## config.mk

```make
export PLATFORM = sky130hd
export DESIGN_NAME = wb_stage_pipe
export DESIGN_NICKNAME = d
export VERILOG_FILES = /design/src/rtl/wb_stage_pipe.sv
export SDC_FILE = /design/constraint.sdc
export NUM_CORES = 1
export LEC_CHECK = 0
export BUFFER_PORTS_ARGS = -buffer_cell sky130_fd_sc_hd__buf_2
export CORE_ASPECT_RATIO = 1.25
export CORE_MARGIN = 10
export CORE_UTILIZATION = 41
export CTS_BUF_LIST = sky130_fd_sc_hd__clkbuf_8 sky130_fd_sc_hd__clkbuf_16
export DETAILED_ROUTE_END_ITERATION = 8
export PLACE_DENSITY = 0.79
export SLEW_MARGIN = 20
export SYNTH_ARGS = -nofsm -noshare
export SYNTH_HDL_FRONTEND = slang
export SYNTH_SLANG_ARGS = --single-unit
export TNS_END_PERCENT = 100
```

## constraint.sdc

```tcl
create_clock -name clk -period 3 [get_ports clk]
set_input_delay 0.75 -clock clk [delete_from_list [all_inputs] [get_ports clk]]
set_output_delay 0.75 -clock clk [all_outputs]
set_load 0.05 [all_outputs]
```

## src/rtl/wb_stage_pipe.sv

```systemverilog
// MEM/WB pipeline register with load extraction and writeback source select.
// Optional retired-instruction counter enabled by defining WB_RETIRE_CNT_EN.
module wb_stage_pipe #(
  parameter int unsigned XLEN   = 64,
  parameter int unsigned REG_AW = 5
`ifdef WB_RETIRE_CNT_EN
  ,
  parameter int unsigned CNT_W  = 64
`endif
) (
  input  logic                        clk,
  input  logic                        rst,
  input  logic                        in_valid,
  input  logic                        stall,
  input  logic                        flush,
  input  logic [1:0]                  wb_sel,
  input  logic [XLEN-1:0]             alu_res,
  input  logic [XLEN-1:0]             mem_data,
  input  logic [$clog2(XLEN/8)-1:0]   addr_lo,
  input  logic [2:0]                  ld_funct3,
  input  logic [XLEN-1:0]             npc,
  input  logic [REG_AW-1:0]           rd_addr_in,
  input  logic                        rd_we_in,
  output logic                        wb_valid,
  output logic                        rd_we,
  output logic [REG_AW-1:0]           rd_addr,
  output logic [XLEN-1:0]             rd_data
`ifdef WB_RETIRE_CNT_EN
  ,
  output logic [CNT_W-1:0]            retire_cnt
`endif
);

  logic [XLEN-1:0] sh;
  logic [XLEN-1:0] ld_val;
  logic [XLEN-1:0] wb_data;

  // Align the addressed byte to bit 0, then extend by size and sign.
  always_comb begin
    sh     = mem_data >> {addr_lo, 3'b000};
    ld_val = sh;
    case (ld_funct3)
      3'b000:  ld_val = XLEN'($signed(sh[7:0]));
      3'b001:  ld_val = XLEN'($signed(sh[15:0]));
      3'b010:  ld_val = XLEN'($signed(sh[31:0]));
      3'b100:  ld_val = XLEN'(sh[7:0]);
      3'b101:  ld_val = XLEN'(sh[15:0]);
      3'b110:  ld_val = XLEN'(sh[31:0]);
      // 011/111 are LD; on XLEN=32 the full shifted word is exactly LW
      default: ld_val = sh;
    endcase
  end

  always_comb begin
    wb_data = '0;
    case (wb_sel)
      2'b01:   wb_data = alu_res;
      2'b10:   wb_data = ld_val;
      2'b11:   wb_data = npc;
      default: wb_data = '0;
    endcase
  end

  // Write enable is resolved at capture so every output comes straight from a flop.
  always_ff @(posedge clk) begin
    if (rst) begin
      wb_valid <= 1'b0;
      rd_we    <= 1'b0;
      rd_addr  <= '0;
      rd_data  <= '0;
    end else if (flush) begin
      wb_valid <= 1'b0;
      rd_we    <= 1'b0;
    end else if (!stall) begin
      wb_valid <= in_valid;
      rd_we    <= in_valid & rd_we_in & (rd_addr_in != '0);
      rd_addr  <= rd_addr_in;
      rd_data  <= wb_data;
    end
  end

`ifdef WB_RETIRE_CNT_EN
  always_ff @(posedge clk) begin
    if (rst) begin
      retire_cnt <= '0;
    end else if (!flush && !stall && in_valid) begin
      retire_cnt <= retire_cnt + CNT_W'(1);
    end
  end
`else
  // No retire counter in this build.
`endif

endmodule

```

Word level (Yosys, flattened, before mapping) --
Cells that the tools add are included.
Storage, ports and cells: register bits after elaboration 71, input bits 211
Operators by class: equal/unequal tests 8, shifts and indexed selects 1, muxes and demuxes 2, bitwise logic cells 4, reduce and logical (&&, ||, !) cells 4
Operators with widths (count):
- $pmux 64 s6 | 1
- $pmux 64 s3 | 1
- $shr 64x6->64 | 1
- $eq 3x3->1 const B | 3
- $reduce_bool 5->1 | 1
- $eq 2x2->1 const B | 2
- $eq 3x1->1 const B | 1
- $eq 3x2->1 const B | 1
- $logic_not 3->1 | 1
- $and 1x1->1 | 2
- $eq 2x1->1 const B | 1
- $not 1->1 | 2
- $reduce_and 2->1 | 1
- $reduce_or 2->1 | 1

Depth between registers and ports, before layout --
Gate-level depths: netlist of run 1.
depth after elaboration 3, gate-level depth with buffers 9

Worst setup path after synthesis of run 1 --
Ideal clock, no wire load.
path type input port to flip-flop, from in addr_lo[0], to reg rd_data[51], setup time 0.119 ns, arrival time 2.379 ns, data required time 2.881 ns, slack 0.502 ns, stages on the path 7, path buffers 2, path through buf_6 > mux2_4 > mux4_2 > and3_4 > o31ai_4 > buf_6 > o21ai_2
Between the ends: cells in the longest elaborated chain, start to end 3
RTL lines:
- start: declaration | line 19 | input logic [$clog2(XLEN/8)-1:0] addr_lo,
- $shr 64x6->64 | line 40 | sh = mem_data >> {addr_lo, 3'b000};
- $pmux 64 s6 | line 42 | case (ld_funct3)
- $pmux 64 s3 | line 56 | case (wb_sel)
- end signal: assignment | line 78 | rd_data <= wb_data;
- end: declaration | line 27 | output logic [XLEN-1:0] rd_data
No other way between the ends. A chain may end at the register's enable or synchronous reset.

Worst setup path in the final report of run 1 --
from in addr_lo[0], to reg rd_data[49]
The elaborated chain is that of the path after synthesis.

==> results of run 1 <==
-- flip-flops by register name, summed over array words and instances (netlist names) --
signal / flops
wb_valid: 1
rd_data: 64
rd_addr: 5
rd_we: 1
-- worst min-delay path, cell delays in order (launching register included) --
cell     delay, ps
dfxtp_1        300
nand2_1         50
a21oi_1         50
-- report_power, final --
group          internal [mW]  switching, mW
combinational          0.380          0.586
sequential             0.985         0.0228
clock                  0.577          0.415
total                   1.94           1.02
-- kinds of logic (layout without fill, tap and decap cells) --
kind of cell,Yosys count,count (layout),synth area share
simple gates,153,153,0.1234
other cells,0,3,0
mux,140,140,0.2861
flops,71,71,0.2460
compound gates,258,258,0.2943
buf+inv,67,321,0.05024
-- worst max path at each step --
stage	startpoint	slack [ps]	to
2_1_floorplan	addr_lo[0]	500	rd_data[51]
3_3_place_gp	addr_lo[0]	290	rd_data[48]
3_5_place_dp	addr_lo[1]	220	rd_data[47]
4_1_cts	addr_lo[0]	570	rd_data[49]
5_1_grt	addr_lo[1]	460	rd_data[47]
6_report	addr_lo[0]	550	rd_data[49]
-- metrics by stage --
stage,utilization,setup slack [ps],std cells,power (mW),hold slack (ps)
floorplan,-,501.9,689,1.630,671.2
global placement,0.5308,287.5,1102,1.969,439.0
detailed placement,0.5308,220.7,1102,1.984,434.7
CTS,0.5507,573.5,1118,2.970,451.5
global route,0.5511,456.2,1120,3.084,474.0
finish,0.5513,551.8,1121,2.966,450.0
-- routing by layer --
metal  up-vias  routed length, um  GRT usage  part of all wire
met2       311              11930     0.4046              0.49
met5         -                 21          0           0.00085
li1       3136                  -          -                 -
met3        54               2058    0.06439             0.084
met1      3062               9516     0.2675              0.39
met4         4               1055     0.1200             0.043
-- layout by cell type (no fill, tap or decap), types with 3 or more instances in the layout --
master and count:
a21oi_1 112, diode_2 3, nor4_1 3, clkbuf_16 9, o21ai_2 19, buf_12 3, dfxtp_1 71, o211ai_1 11
a22o_1 7, nor2b_1 11, buf_4 20, a211oi_1 17, nor2_1 68, o2bb2ai_1 5, a221oi_1 15, clkinv_2 4
mux2_2 57, mux4_2 14, nor3_1 8, nand2_1 41, mux2i_1 68, a311oi_1 8, buf_2 279, o31ai_1 7
o221ai_1 7, o21ai_0 32, nand3b_1 7, a222oi_1 8
-- final cells by class --
class	count	area [um2]
clock buffer	10	239.0
tap	175	219.0
timing repair buffer	302	1607
clock inverter	6	36.28
antenna	3	7.507
fill	1333	6198
sequential	71	1421
inverter	3	11.26
multi-input combinational	551	4074
==> impl_metrics.yaml, run 1 <==
die:
  die_area_mm2: 0.01927
  die-height_um: 152.7
  core_region_area_mm2: 0.01381
  die_width_um: 126.2
  starting_utilization_of_the_core_area: 0.4183
  placementRows: 48
  io_pins: 282
setup_path:
  path_max_fanout: 23
  cell_by_cell_trace_of_the_critical_path: "buf_4, mux2_2, mux4_2, and3_4, o31ai_4, buf_12, o21ai_0"
  crit_path_max_incr_delay_ps: 490
  criticalPathCategory: "input port to flip-flop"
  setup_slack_of_the_worst_register_to_register_path_ps: 1890
  crit_required_ps: 3210
  r2r_cells: 3
  critPathTopFamily: "multiplexers"
  slowest_stage: "mux4_2"
  worst_setup_path_start_kind: "input port"
  crit_path_end_kind: "flip-flop"
  critical_path_arrival_ps: 2660
  critical_path_depth: 7
  crit_path_buffers_inverters: 2
  timing.rr.end: "rd_data[47]"
  r2r-start: "rd_data[47]"
timing:
  relSlewSlack: 0.2636
  finalSetupTns_ps: 0
  unrepaired_setup_endpoints_after_global_routing: "no"
  worst_slew_pin_slew_ps: 1102
  fin_crit_ps: 2448
  report.final.setup_viol: 0
  maxSlewViolCount: 0
  achievable-frequency_mhz: 408.5
  hold_viol_final: 0
  finalClockSkew_ps: 0
  final_min_period_over_clock_period: 0.8161
pwr:
  power.static_leakage_nw: 3.511
  pwr_density_cell_mw_per_mm2: 389.5
  vdd_drop_max_v: 0.0002899
cells_and_area:
  num-nets-final: 1149
  share_of_final_layout_standard_cells_stronger_than_drive_strength_1: 0.4454
  finalInstanceArea_mm2: 0.007615
  area_growth_pct: 31.79
global_route:
  grt_overflow: 0
  grt_antenna_before_repair: 6
  grt_util_all_layers: 0.2387
  first_global_vias: 6703
  grt_max_degree: 84
  wire_length_of_the_first_global_routing_pass_um: 37000
route:
  routed_wirelength_um: 24580
  postRouteAntennaNets: 0
  routed_wire_length_per_instance_um: 21.93
  drcViolationCount: 0
  detailedRoute.firstIterationViolations: 468
  detailedRoute.firstPassIterationCount: 7
  post_drt_via_cell_ratio: 5.858
  vias: 6567
synthesis:
  synth-edff-count: 0
  synth_area_leader_cell: "dfxtp_1"
  number_of_nets_produced_by_synthesis: 900
  synth.most_common_cell: "a21oi_1"
  asyncSetResetFlopFracSynth: 0
  synth_ff_type: "dfxtp_1"
  yosys_warnings: 0
  post-synth-top-area-fraction: 0.2460
  syn-mean-instance-area_um2: 8.386
  yosys-top-cells-area: "dfxtp_1 (25%), mux2i_1 (12%), mux2_2 (11%)"
  postSynthCellCount: 689
  yosysUniqueCellTypes: 49
  synthTopCellsByCount: "a21oi_1 (112), dfxtp_1 (71), nor2_1 (69)"
  seq_area_frac_synth: 0.2460
  synth_area_mm2: 0.005778
  postSynthRegisterBits: 71
min_path:
  min_delay_path_depth: 2
  worst_hold_path.endpoint: "rd_addr[3]"
  hold_path.startpoint: "rd_addr[3]"
  worst_hold_path_type: "flip-flop to flip-flop"
clock_network:
  hold_buffers: 0
  clk_pin_slew_ps: 60
  cts_inserted_buffers: 9
  cts-resized-gates: 0
  cts_root_buf: "clkbuf_16"
  post_cts_buffers: 0
  cts_sinks: 71
  h_tree_level_count: 3
  cts_tree: "built"
  bufs_on_longest_clock_path: 2
  clock_insertion_delay_worst_skew_ps: 340
place:
  place_area_mm2: 0.007332
  dp_hpwl_um: 19930
  finalWeightedCongestion: 0.9718
  numPortBuffers: 281
flow_run:
  drv_cap: 0
outcome:
  run_status: "complete, no violations"
Power figures use the tool's default switching activity.
==> inputs of run 2 (changes only) <==
Settings changed: PLACE_DENSITY 0.79 to 0.82.
Clock period 3 ns to 2.25 ns, I/O delays scaled along.
==> run 2 against run 1 <==
  * Clock-buffer cell count rose by 2
  * Clock power is 37% higher
  * Non-clock buffer count increased by 53
  * Cell count up 5.2%
==> impl_metrics.yaml, run 2 (synthesized netlist as in run 1, its figures left out) <==
outcome:
  run_status: "complete, no violations"
flow_run:
  drv_cap: 0
place:
  place_area_mm2: 0.007823
  dp_hpwl_um: 20620
  numPortBuffers: 281
  finalWeightedCongestion: 0.9654
timing:
  achievable-frequency_mhz: 472.7
  relSlewSlack: 0.3159
  worst_slew_pin_slew_ps: 1024
  unrepaired_setup_endpoints_after_global_routing: "no"
  finalClockSkew_ps: 0
  final_min_period_over_clock_period: 0.9403
  report.final.setup_viol: 0
  hold_viol_final: 0
  maxSlewViolCount: 0
  fin_crit_ps: 2116
route:
  routed_wire_length_per_instance_um: 21.23
  drcViolationCount: 0
  detailedRoute.firstIterationViolations: 439
  routed_wirelength_um: 25030
  vias: 6852
  postRouteAntennaNets: 0
  post_drt_via_cell_ratio: 5.812
  detailedRoute.firstPassIterationCount: 5
cells_and_area:
  mostFrequentLayoutCell: "buf_2"
  finalInstanceArea_mm2: 0.008130
  reg_top3: "rd_data (64), rd_addr (5)"
  area_growth_pct: 40.71
  num-nets-final: 1202
  top_register: "rd_data"
  layout_common_cells: "buf_2 (279), a21oi_1 (112), dfxtp_1 (71)"
  largest_register_ff_count: 64
  share_of_final_layout_standard_cells_stronger_than_drive_strength_1: 0.4744
setup_path:
  r2r_cells: 3
  setup_slack_of_the_worst_register_to_register_path_ps: 1080
  crit_path_end_kind: "flip-flop"
  timing.rr.end: "rd_data[28]"
  worst_setup_path_start_kind: "input port"
  crit_required_ps: 2460
  criticalPathCategory: "input port to flip-flop"
  r2r-start: "rd_data[28]"
  critical_path_arrival_ps: 2320
  path_max_fanout: 23
min_path:
  hold_path.startpoint: "rd_addr[0]"
  worst_hold_path_type: "flip-flop to flip-flop"
  worst_hold_path.endpoint: "rd_addr[0]"
  min_delay_path_depth: 2
clock_network:
  hold_buffers: 0
  cts_root_buf: "clkbuf_16"
  clk_pin_slew_ps: 60
  bufs_on_longest_clock_path: 2
  cts_inserted_buffers: 9
  cts_tree: "built"
  cts_sinks: 71
  cts-resized-gates: 0
  post_cts_buffers: 0
  h_tree_level_count: 3
  clock_insertion_delay_worst_skew_ps: 330
global_route:
  grt_antenna_before_repair: 11
  wire_length_of_the_first_global_routing_pass_um: 38180
  grt_overflow: 0
  grt_max_degree: 47
  first_global_vias: 7006
  grt_util_all_layers: 0.2434
pwr:
  power.static_leakage_nw: 3.806
  pwr_density_cell_mw_per_mm2: 503.2
  vdd_drop_max_v: 0.0003339
  finalPower_mw: 4.091
die:
  die_area_mm2: 0.01927
  die_width_um: 126.2
  io_pins: 282
  core_region_area_mm2: 0.01381
  die-height_um: 152.7
  starting_utilization_of_the_core_area: 0.4183
  placementRows: 48
==> run 2: per-layer routing <==
layer / GRT usage / up-vias / share of wire
li1: - / 3245 / -
met3: 0.06892 / 43 / 0.085
met4: 0.08419 / 4 / 0.028
met2: 0.4189 / 328 / 0.50
met1: 0.2801 / 3232 / 0.39
met5: 0 / - / 0.00056
==> run 2: stage by stage <==
| step | hold slack (ps) | std cells | setup TNS (ps) | setup WS, ps | util |
|---|---|---|---|---|---|
| final | 450.7 | 1179 | 0 | 134.3 | 0.5886 |
| after floorplan | 641.8 | 689 | 0 | 13.26 | - |
| after global placement | 428.3 | 1155 | -5470 | -143.1 | 0.5663 |
| after CTS | 452.3 | 1170 | 0 | 119.8 | 0.5870 |
| after detailed placement | 443.9 | 1155 | -7894 | -232.1 | 0.5663 |
| after global routing | 473.2 | 1177 | 0 | 62.27 | 0.5882 |
==> run 2: worst max-delay path by stage <==
stage	to	depth (start not counted)	startpoint	slack, ps
global route	rd_data[47]	8	addr_lo[0]	60
CTS	rd_data[47]	8	addr_lo[0]	120
finish	rd_data[48]	8	addr_lo[0]	130
global placement	rd_data[49]	7	addr_lo[0]	-140
detailed placement	rd_data[47]	8	addr_lo[0]	-230
floorplan	rd_data[51]	7	addr_lo[0]	10
==> run 2: critical path: stages <==
cell and delay [ps]:
buf_4 130, buf_4 210, mux2_2 360, o22ai_1 300, nor4_4 100, o31ai_4 310, buf_12 230, o21ai_0 110
==> run 2: cell type report <==
class                           instances  area (um2)
Clock inverter                          3       18.77
Antenna cell                            9       22.52
Fill cell                            1316        5683
Inverter                                3       11.26
Multi-Input combinational cell        551        4079
Timing Repair Buffer                  355        2092
Tap cell                              175       219.0
Clock buffer                           12       266.5
Sequential cell                        71        1421
==> run 2: power breakdown <==
| part | switching [mW] | internal [mW] |
|---|---|---|
| combinational | 0.802 | 0.585 |
| sequential | 0.0302 | 1.31 |
| clock | 0.534 | 0.826 |
| total | 1.37 | 2.73 |
